--- src/rtl/i2c_arb_pkg.sv ---
// Shared types and constants for the I2C master arbiter slice.
package i2c_arb_pkg;

    typedef enum logic [1:0] {
        IDLE      = 2'd0,
        ISSUE     = 2'd1,
        WAIT_BUSY = 2'd2,
        WAIT_DONE = 2'd3
    } state_t;

    localparam int unsigned ADDR_W = 7;
    localparam int unsigned DATA_W = 8;

    localparam int unsigned DEF_BUSY_TIMEOUT = 8;
    localparam int unsigned DEF_DONE_TIMEOUT = 64;

endpackage

--- src/rtl/i2c_rr_arbiter.sv ---
// Combinational round-robin picker: first valid request at or after rr_ptr, wrapping.
module i2c_rr_arbiter
    import i2c_arb_pkg::*;
#(
    parameter int unsigned NUM_REQ = 4,
    parameter int unsigned IDX_W   = $clog2(NUM_REQ)
) (
    input  logic [NUM_REQ-1:0] req,
    input  logic [IDX_W-1:0]   rr_ptr,
    output logic [NUM_REQ-1:0] grant,
    output logic [IDX_W-1:0]   idx,
    output logic               any
);

    // Two passes: indices from rr_ptr upward, then the wrapped-around low indices.
    always_comb begin
        grant = '0;
        idx   = '0;
        any   = 1'b0;
        for (int unsigned j = 0; j < NUM_REQ; j++) begin
            if (!any && req[j] && (j >= 32'(rr_ptr))) begin
                any      = 1'b1;
                grant[j] = 1'b1;
                idx      = IDX_W'(j);
            end
        end
        for (int unsigned j = 0; j < NUM_REQ; j++) begin
            if (!any && req[j]) begin
                any      = 1'b1;
                grant[j] = 1'b1;
                idx      = IDX_W'(j);
            end
        end
    end

endmodule

--- src/rtl/i2c_master_arbiter.sv ---
// Round-robin front end for the single-target I2C write master: grants one
// requester, drives start/addr/data, and tracks m_ready through the transaction.
module i2c_master_arbiter
    import i2c_arb_pkg::*;
#(
    parameter int unsigned NUM_REQ      = 4,
    parameter int unsigned BUSY_TIMEOUT = DEF_BUSY_TIMEOUT,
    parameter int unsigned DONE_TIMEOUT = DEF_DONE_TIMEOUT
) (
    input  logic                        clk,
    input  logic                        reset,
    input  logic [NUM_REQ-1:0]          req_valid,
    input  logic [NUM_REQ*ADDR_W-1:0]   req_addr,
    input  logic [NUM_REQ*DATA_W-1:0]   req_data,
    output logic [NUM_REQ-1:0]          req_ready,
    output logic [NUM_REQ-1:0]          done,
    output logic [NUM_REQ-1:0]          err,
    output logic                        m_start,
    output logic [ADDR_W-1:0]           m_addr,
    output logic [DATA_W-1:0]           m_data,
    input  logic                        m_ready,
    output logic                        busy,
    output logic [$clog2(NUM_REQ)-1:0]  owner
);

    localparam int unsigned IDX_W = $clog2(NUM_REQ);
    localparam int unsigned T_MAX = (BUSY_TIMEOUT > DONE_TIMEOUT) ? BUSY_TIMEOUT : DONE_TIMEOUT;
    localparam int unsigned TW    = $clog2(T_MAX) + 1;

    localparam logic [TW-1:0]    BUSY_LAST = TW'(BUSY_TIMEOUT - 1);
    localparam logic [TW-1:0]    DONE_LAST = TW'(DONE_TIMEOUT - 1);
    localparam logic [IDX_W-1:0] LAST_IDX  = IDX_W'(NUM_REQ - 1);

    state_t             state;
    logic [IDX_W-1:0]   rr_ptr;
    logic [IDX_W-1:0]   win_idx;
    logic [NUM_REQ-1:0] grant;
    logic               any_req;
    logic               accept;
    logic [TW-1:0]      timer;
    logic [TW-1:0]      timer_inc;
    logic [ADDR_W-1:0]  sel_addr;
    logic [DATA_W-1:0]  sel_data;

    i2c_rr_arbiter #(
        .NUM_REQ (NUM_REQ),
        .IDX_W   (IDX_W)
    ) u_rr (
        .req    (req_valid),
        .rr_ptr (rr_ptr),
        .grant  (grant),
        .idx    (win_idx),
        .any    (any_req)
    );

    assign accept    = (state == IDLE) && m_ready && any_req;
    assign req_ready = accept ? grant : '0;
    assign busy      = (state != IDLE);
    assign timer_inc = (timer == '1) ? timer : timer + 1'b1;

    always_comb begin
        sel_addr = '0;
        sel_data = '0;
        for (int unsigned i = 0; i < NUM_REQ; i++) begin
            if (grant[i]) begin
                sel_addr = req_addr[i*ADDR_W +: ADDR_W];
                sel_data = req_data[i*DATA_W +: DATA_W];
            end
        end
    end

    always_ff @(posedge clk) begin
        if (reset) begin
            state   <= IDLE;
            rr_ptr  <= '0;
            owner   <= '0;
            m_start <= 1'b0;
            m_addr  <= '0;
            m_data  <= '0;
            done    <= '0;
            err     <= '0;
            timer   <= '0;
        end else begin
            m_start <= 1'b0;
            done    <= '0;
            err     <= '0;
            unique case (state)
                IDLE: begin
                    if (accept) begin
                        m_addr  <= sel_addr;
                        m_data  <= sel_data;
                        owner   <= win_idx;
                        rr_ptr  <= (win_idx == LAST_IDX) ? '0 : win_idx + 1'b1;
                        m_start <= 1'b1;
                        state   <= ISSUE;
                    end
                end
                ISSUE: begin
                    timer <= '0;
                    state <= WAIT_BUSY;
                end
                // m_ready is tested before the timeout so a same-cycle change wins.
                WAIT_BUSY: begin
                    if (!m_ready) begin
                        timer <= '0;
                        state <= WAIT_DONE;
                    end else if (timer == BUSY_LAST) begin
                        err[owner] <= 1'b1;
                        state      <= IDLE;
                    end else begin
                        timer <= timer_inc;
                    end
                end
                WAIT_DONE: begin
                    if (m_ready) begin
                        done[owner] <= 1'b1;
                        state       <= IDLE;
                    end else if (timer == DONE_LAST) begin
                        err[owner] <= 1'b1;
                        state      <= IDLE;
                    end else begin
                        timer <= timer_inc;
                    end
                end
                default: state <= IDLE;
            endcase
        end
    end

endmodule

--- config.mk ---
export PLATFORM = sky130hd
export DESIGN_NAME = i2c_master_arbiter
export DESIGN_NICKNAME = d
export VERILOG_FILES = /design/src/rtl/i2c_arb_pkg.sv /design/src/rtl/i2c_rr_arbiter.sv /design/src/rtl/i2c_master_arbiter.sv
export SDC_FILE = /design/constraint.sdc
export NUM_CORES = 1
export LEC_CHECK = 0
export ABC_AREA = 1
export BUFFER_PORTS_ARGS = -buffer_cell sky130_fd_sc_hd__buf_2
export CORE_MARGIN = 2
export CORE_UTILIZATION = 30
export CTS_CLUSTER_SIZE = 28
export DETAILED_ROUTE_END_ITERATION = 8
export MAX_ROUTING_LAYER = met4
export PLACE_DENSITY = 0.67
export SETUP_SLACK_MARGIN = 0.05
export SLEW_MARGIN = 20
export SYNTH_ARGS = -nofsm -noshare
export SYNTH_HDL_FRONTEND = slang
export SYNTH_SLANG_ARGS = --single-unit
--- constraint.sdc ---
create_clock -name clk -period 4.8 [get_ports clk]
set_input_delay 0.72 -clock clk [delete_from_list [all_inputs] [get_ports clk]]
set_output_delay 0.72 -clock clk [all_outputs]
set_load 0.005 [all_outputs]
======== After elaboration in Yosys (flattened, before gate mapping) ========
Cells that the tools add are included.
storage, ports and cells
  word-level logic and storage cells ...... 112
  register bits after elaboration ......... 37
  input bits .............................. 67
  output and inout port bits .............. 31
operators by class
  bitwise gates (word level) .............. 3
  order comparisons ....................... 5
  equality and inequality tests ........... 13
  $add $sub $neg .......................... 2
  multiplexer cells ....................... 52
  reduce and logical (&&, ||, !) cells .... 28
operators by type and width
  operator                                                                            count
  7-bit 2-to-1 mux                                                                    9
  8-bit 2-to-1 mux                                                                    4
  2-bit 2-to-1 mux                                                                    12
  7-bit case mux with 3 select lines                                                  1
  4-bit 2-to-1 mux                                                                    5
  1-bit 2-to-1 mux                                                                    18
  1-bit logical AND                                                                   13
  3-bit inequality test, second input constant                                        3
  2-bit case mux with 4 select lines                                                  1
  4-bit case mux with 2 select lines                                                  1
  7-bit by 1-bit adder with 7-bit output, second input constant                       1
  7-bit by 3-bit equality test with 1-bit output, second input constant               1
  7-bit by 6-bit equality test with 1-bit output, second input constant               1
  7-bit equality test, second input constant                                          1
  1-bit logical NOT                                                                   7
  2-bit equality test, second input constant                                          3
  2-bit inequality test, second input constant                                        3
  1-bit by 2-bit greater-or-equal comparator with 1-bit output, first input constant  2
  4-bit AND reduction                                                                 1
  2-bit by 3-bit < comparator with 1-bit output, second input constant                1
  1-bit inverter                                                                      3
  3-bit AND reduction                                                                 1
  3-bit nonzero test                                                                  1
  3-bit OR reduction                                                                  1
  9 further kinds                                                                     9

======== Logic depth before layout (Yosys ltp) ========
  depth after elaboration ................. 29
  mapped depth ............................ 11
  mapped depth without buffers ............ 11

======== Modules after synthesis ========
A second synthesis with hierarchy kept.
second synthesis, totals
  cell total of the unflattened synthesis .. 297
  area, all modules ....................... 2079.5 um^2
modules (own cells, without submodules)
  module              area each (um^2)  seq. area each (um^2)  times used  cells an instance
  i2c_master_arbiter  1933.1            740.7                  1           268
  i2c_rr_arbiter      146.4             0.0                    1           29

======== Worst setup path before layout ========
Ideal clock, no wire load.
  kind .................................... input to output
  start point ............................. input port req_valid[1]
  end point ............................... output port req_ready[3]
  path slack .............................. 2.523 ns
  stages .................................. 8
  path buffers ............................ 1
  required time ........................... 4.080 ns
  arrival ................................. 1.557 ns
  path through ............................ nand2_1 -> nand2_4 -> clkinv_2 -> nand2_4 -> a21oi_4 -> inv_4 -> buf_6 -> nor2_1
between the ends
  cells in the longest elaborated chain, start to end .. 24
  elaborated cells between the ends (all ways) .. 26
  classes of those cells .................. mux (10); reduce/logical (16)
RTL lines
  what                             line                      RTL
  start, declared                  i2c_master_arbiter.sv:12  input logic [NUM_REQ-1:0] req_valid,
  1-bit logical AND (2 in series)  i2c_rr_arbiter.sv:21      if (!any && req[j] && (j >= 32'(rr_ptr))) begin
  1-bit 2-to-1 mux                 i2c_rr_arbiter.sv:21
  1-bit logical NOT                i2c_rr_arbiter.sv:21
  1-bit logical AND (2 in series)  i2c_rr_arbiter.sv:21
  1-bit 2-to-1 mux                 i2c_rr_arbiter.sv:21
  1-bit logical NOT                i2c_rr_arbiter.sv:21
  1-bit logical AND                i2c_rr_arbiter.sv:21
  1-bit 2-to-1 mux                 i2c_rr_arbiter.sv:21
  [... 6 more ...]                 --
  1-bit logical NOT                i2c_rr_arbiter.sv:28      if (!any && req[j]) begin
  1-bit logical AND                i2c_rr_arbiter.sv:28
  1-bit 2-to-1 mux                 i2c_rr_arbiter.sv:28
  1-bit logical NOT                i2c_rr_arbiter.sv:28
  1-bit logical AND                i2c_rr_arbiter.sv:28
  1-bit 2-to-1 mux                 i2c_rr_arbiter.sv:28
  1-bit logical AND                i2c_master_arbiter.sv:56  assign accept = (state == IDLE) && m_ready && any_req;
  4-bit 2-to-1 mux (*)             i2c_master_arbiter.sv:57  assign req_ready = accept ? grant : '0;
  end, declared                    i2c_master_arbiter.sv:15  output logic [NUM_REQ-1:0] req_ready,
Mark *: on every way between the ends. The rest lies on a longest branch, timed or not.

======== Worst setup path after layout ========
  start point ............................. input port req_valid[1]
  end point ............................... output port req_ready[1]
Same word-level chain as after synthesis.

==> results.py <==
metrics = {
    "power": {
        "seq_power_share": 0.346,
        "switching_share": 0.3933,
        "peakVddDrop_mv": 0.1531,
        "power_leakage_nw": 1.574,
        "switching_power_mw": 0.4698,
        "combPwrFrac": 0.424,
        "p_per_area_nw_per_um2": 407.8,
        "power_frac_clock": 0.230,
        "intPower_mw": 0.7247,
    },
    "setup_path": {
        "critPathTopFamily": "simple AND/OR/NAND/NOR gates",
        "worstPathRequired_ns": 4.08,
        "path_buf_inv": 2,
        "end_kind": "output port",
        "r2r_start": "rr_ptr[1]",
        "start_kind": "primary input",
        "critPathSlowestCell": "nand2_1",
        "cp.depth": 8,
        "reg2reg_depth": 10,
        "reg2reg_to": "m_data[4]",
        "reg2reg_slack_ns": 2.44,
        "worstPathCellList": "buf_2, nand2_1, nand2_4, nor2_4, nand4_1, nand2_1, nor2_1, buf_2",
        "critPathMaxFanout": 22,
        "critPathKind": "primary input to output port",
        "cp.arrival_ns": 2.13,
        "cpPeakStageDelay_ns": 0.60,
    },
    "timing": {
        "slew_violations": 0,
        "max_freq_mhz": 351.3,
        "finalHoldViolations": 0,
        "relSlewSlack": 0.4649,
        "setup_slack_ns": 1.953,
        "finalCritPeriodShare": 0.5930,
        "tns_ns": 0,
        "fin_skew_ns": 0.005386,
        "setup_violations": 0,
        "period_minus_slack_ns": 2.847,
        "tightest_slew_ns": 0.8007,
        "rsz0062_at_grt": "false",
    },
    "synthesis": {
        "synth-adder-area-share": 0.005438,
        "synthTopCellsByArea": "dfxtp_1 (32%), nand2_1 (22%), inv_1 (6.4%)",
        "yosysSeqAreaShare": 0.3219,
        "yosysWarnings": 0,
        "synth_edf_count": 0,
        "avgSynthCellArea_sq_um": 6.574,
        "synth_top_family_by_area": "simple AND/OR/NAND/NOR gates",
        "syn_nets": 418,
        "synth-simple-area-share": 0.3719,
        "async_flop_share": 0,
        "synth_top_area_frac": 0.3219,
        "synth_compound_area_frac": 0.1827,
        "yosys-mux-area-fraction": 0,
        "synth_xor_area_frac": 0.003806,
        "synth_cell_type_count": 33,
        "synthFlopType": "dfxtp_1",
        "syn-instance-count": 350,
        "yosys.area.top_type": "dfxtp_1",
        "netlist_area_sq_um": 2301,
        "synth-seq-cells": 37,
    },
    "floorplan": {
        "ios": 98,
        "dieArea_sq_um": 8386,
        "initial_core_util": 0.3139,
        "dieHeight_um": 91.58,
        "die_x_um": 91.58,
        "core_sq_um": 7331,
        "num_rows": 31,
    },
    "hold_path": {
        "whs_endpoint": "m_addr[3]",
        "hp-class": "flip-flop to flip-flop",
        "min_path_cells": 2,
        "hp-start": "m_addr[3]",
    },
    "cts": {
        "cts_setup_buffers": 0,
        "insertion_delay_ns": 0.29,
        "cts_resized": 0,
        "ctsRootBufferMaster": "clkbuf_8",
        "clkTransAtPathRegs_ns": 0.07,
        "clock_path_buffers": 2,
        "cts_tree": "yes",
        "cts_hold_buf": 0,
        "numClockSinks": 37,
        "h-tree-depth": 2,
        "cts_buffers": 5,
    },
    "routing": {
        "drc": 0,
        "wl_um": 6313,
        "drtIter0Drc": 76,
        "viasPerCell": 4.555,
        "wl_per_cell_um": 11.67,
        "num_vias": 2464,
        "drtPass1Iterations": 4,
        "antenna_left": 0,
    },
    "final_layout": {
        "final_common_cell": "nand2_1",
        "final_nets": 509,
        "drive_gt1_frac": 0.3348,
        "multi_input_area_sq_um": 1297,
        "area_growth_pct": 27.30,
        "n_antenna_cell": 0,
        "n_fill_cell": 782,
        "regArea_sq_um": 740.7,
        "final_cell_mix": "nand2_1 (137), buf_2 (97), inv_1 (39)",
    },
    "global_route": {
        "grt-ovfl-total": 0,
        "grt_max_degree": 26,
        "grt_pass1_wl_um": 10470,
        "grt_use_total": 0.1587,
        "grt_pass1_vias": 2321,
        "antenna_found_initial": 0,
    },
    "place": {
        "dpl_worst_slack_ns": 1.956,
        "gp_congestion": 0.9488,
        "dp_hpwl_um": 4912,
        "io_buffers": 97,
    },
    "run_status": {
        "status": "completed",
    },
    "job": {
        "drv_cap": 0,
    },
}
-- kinds of logic after synthesis --
logic type,Yosys count
adders and majority gates,1
and+or+nand+nor,200
xor gates and xnor gates,1
AOI/OAI and AO/OA,55
buffers and inverters,56
DFF,37
-- final cells by class --
type / instances / area share
Multi-Input combinational cell: 257 / 0.4430
Sequential cell: 37 / 0.2529
Timing Repair Buffer: 97 / 0.1657
Inverter: 43 / 0.05639
Tap cell: 99 / 0.04229
Clock buffer: 7 / 0.02947
Clock inverter: 1 / 0.01025
-- cell usage after synthesis (2+ instances only) --
library cell / number
o21bai_2: 9
buf_2: 3
nand2_1: 137
buf_6: 5
buf_4: 2
nand2_2: 15
a21oi_1: 13
nand3_1: 10
nor2_1: 19
nand4_1: 2
o21bai_1: 6
o21ai_0: 9
dfxtp_1: 37
a21oi_2: 9
a31oi_1: 2
o211a_1: 3
nand2_4: 2
nor3_1: 11
clkbuf_1: 3
inv_1: 39
inv_2: 2
-- flip-flops by register name (all words and copies together) (netlist names) --
signal   cells
done         4
err          4
m_addr       7
m_data       8
m_start      1
owner        2
rr_ptr       2
state        2
timer        7
-- power by group through the flow --
stage	Sequential (mW)	Combinational [mW]	Clock (mW)
floorplan	0.405	0.387	0
global placement	0.418	0.502	0
detailed placement	0.418	0.513	0
CTS	0.412	0.515	0.283
global route	0.422	0.570	0.299
finish	0.413	0.507	0.275
-- how the worst max path moves through the flow --
| stage | startpoint | endpoint | slack (ns) |
|---|---|---|---|
| floorplan | req_valid[1] | req_ready[3] | 2.52 |
| global placement | req_valid[2] | req_ready[2] | 2.03 |
| detailed placement | req_valid[1] | req_ready[1] | 1.96 |
| CTS | req_valid[1] | req_ready[1] | 1.95 |
| global route | rr_ptr[1] | req_ready[1] | 1.80 |
| finish | req_valid[1] | req_ready[1] | 1.95 |
-- worst register-to-register path, cell delays in order (launching register included) --
cell and delay, ns:
dfxtp_1 0.42, nand2_2 0.12, nand2_1 0.09, nand2_2 0.06, nor2_4 0.14, nand4_1 0.09, nand2_1 0.60, inv_2 0.37
nand2_1 0.15, o21bai_2 0.13, a21oi_2 0.06
-- through the flow --
step	std cells	instance area, sq um	power (mW)	util	hold slack [ns]
after floorplan	350	2301	0.7919	-	0.4481
after global placement	533	2813	0.9199	0.3837	0.4619
after detailed placement	533	2813	0.9316	0.3837	0.4557
after CTS	541	2929	1.210	0.3996	0.4665
after global routing	541	2929	1.291	0.3996	0.4902
final	541	2929	1.195	0.3996	0.4672
-- layer usage --
metal	vias to the layer above	track usage	share of wire
met5	-	-	0
met2	78	0.2745	0.50
met3	6	0.04149	0.055
met4	0	0.04167	0.013
li1	1277	-	-
met1	1103	0.1815	0.43
(Power assumes the default switching activity.)
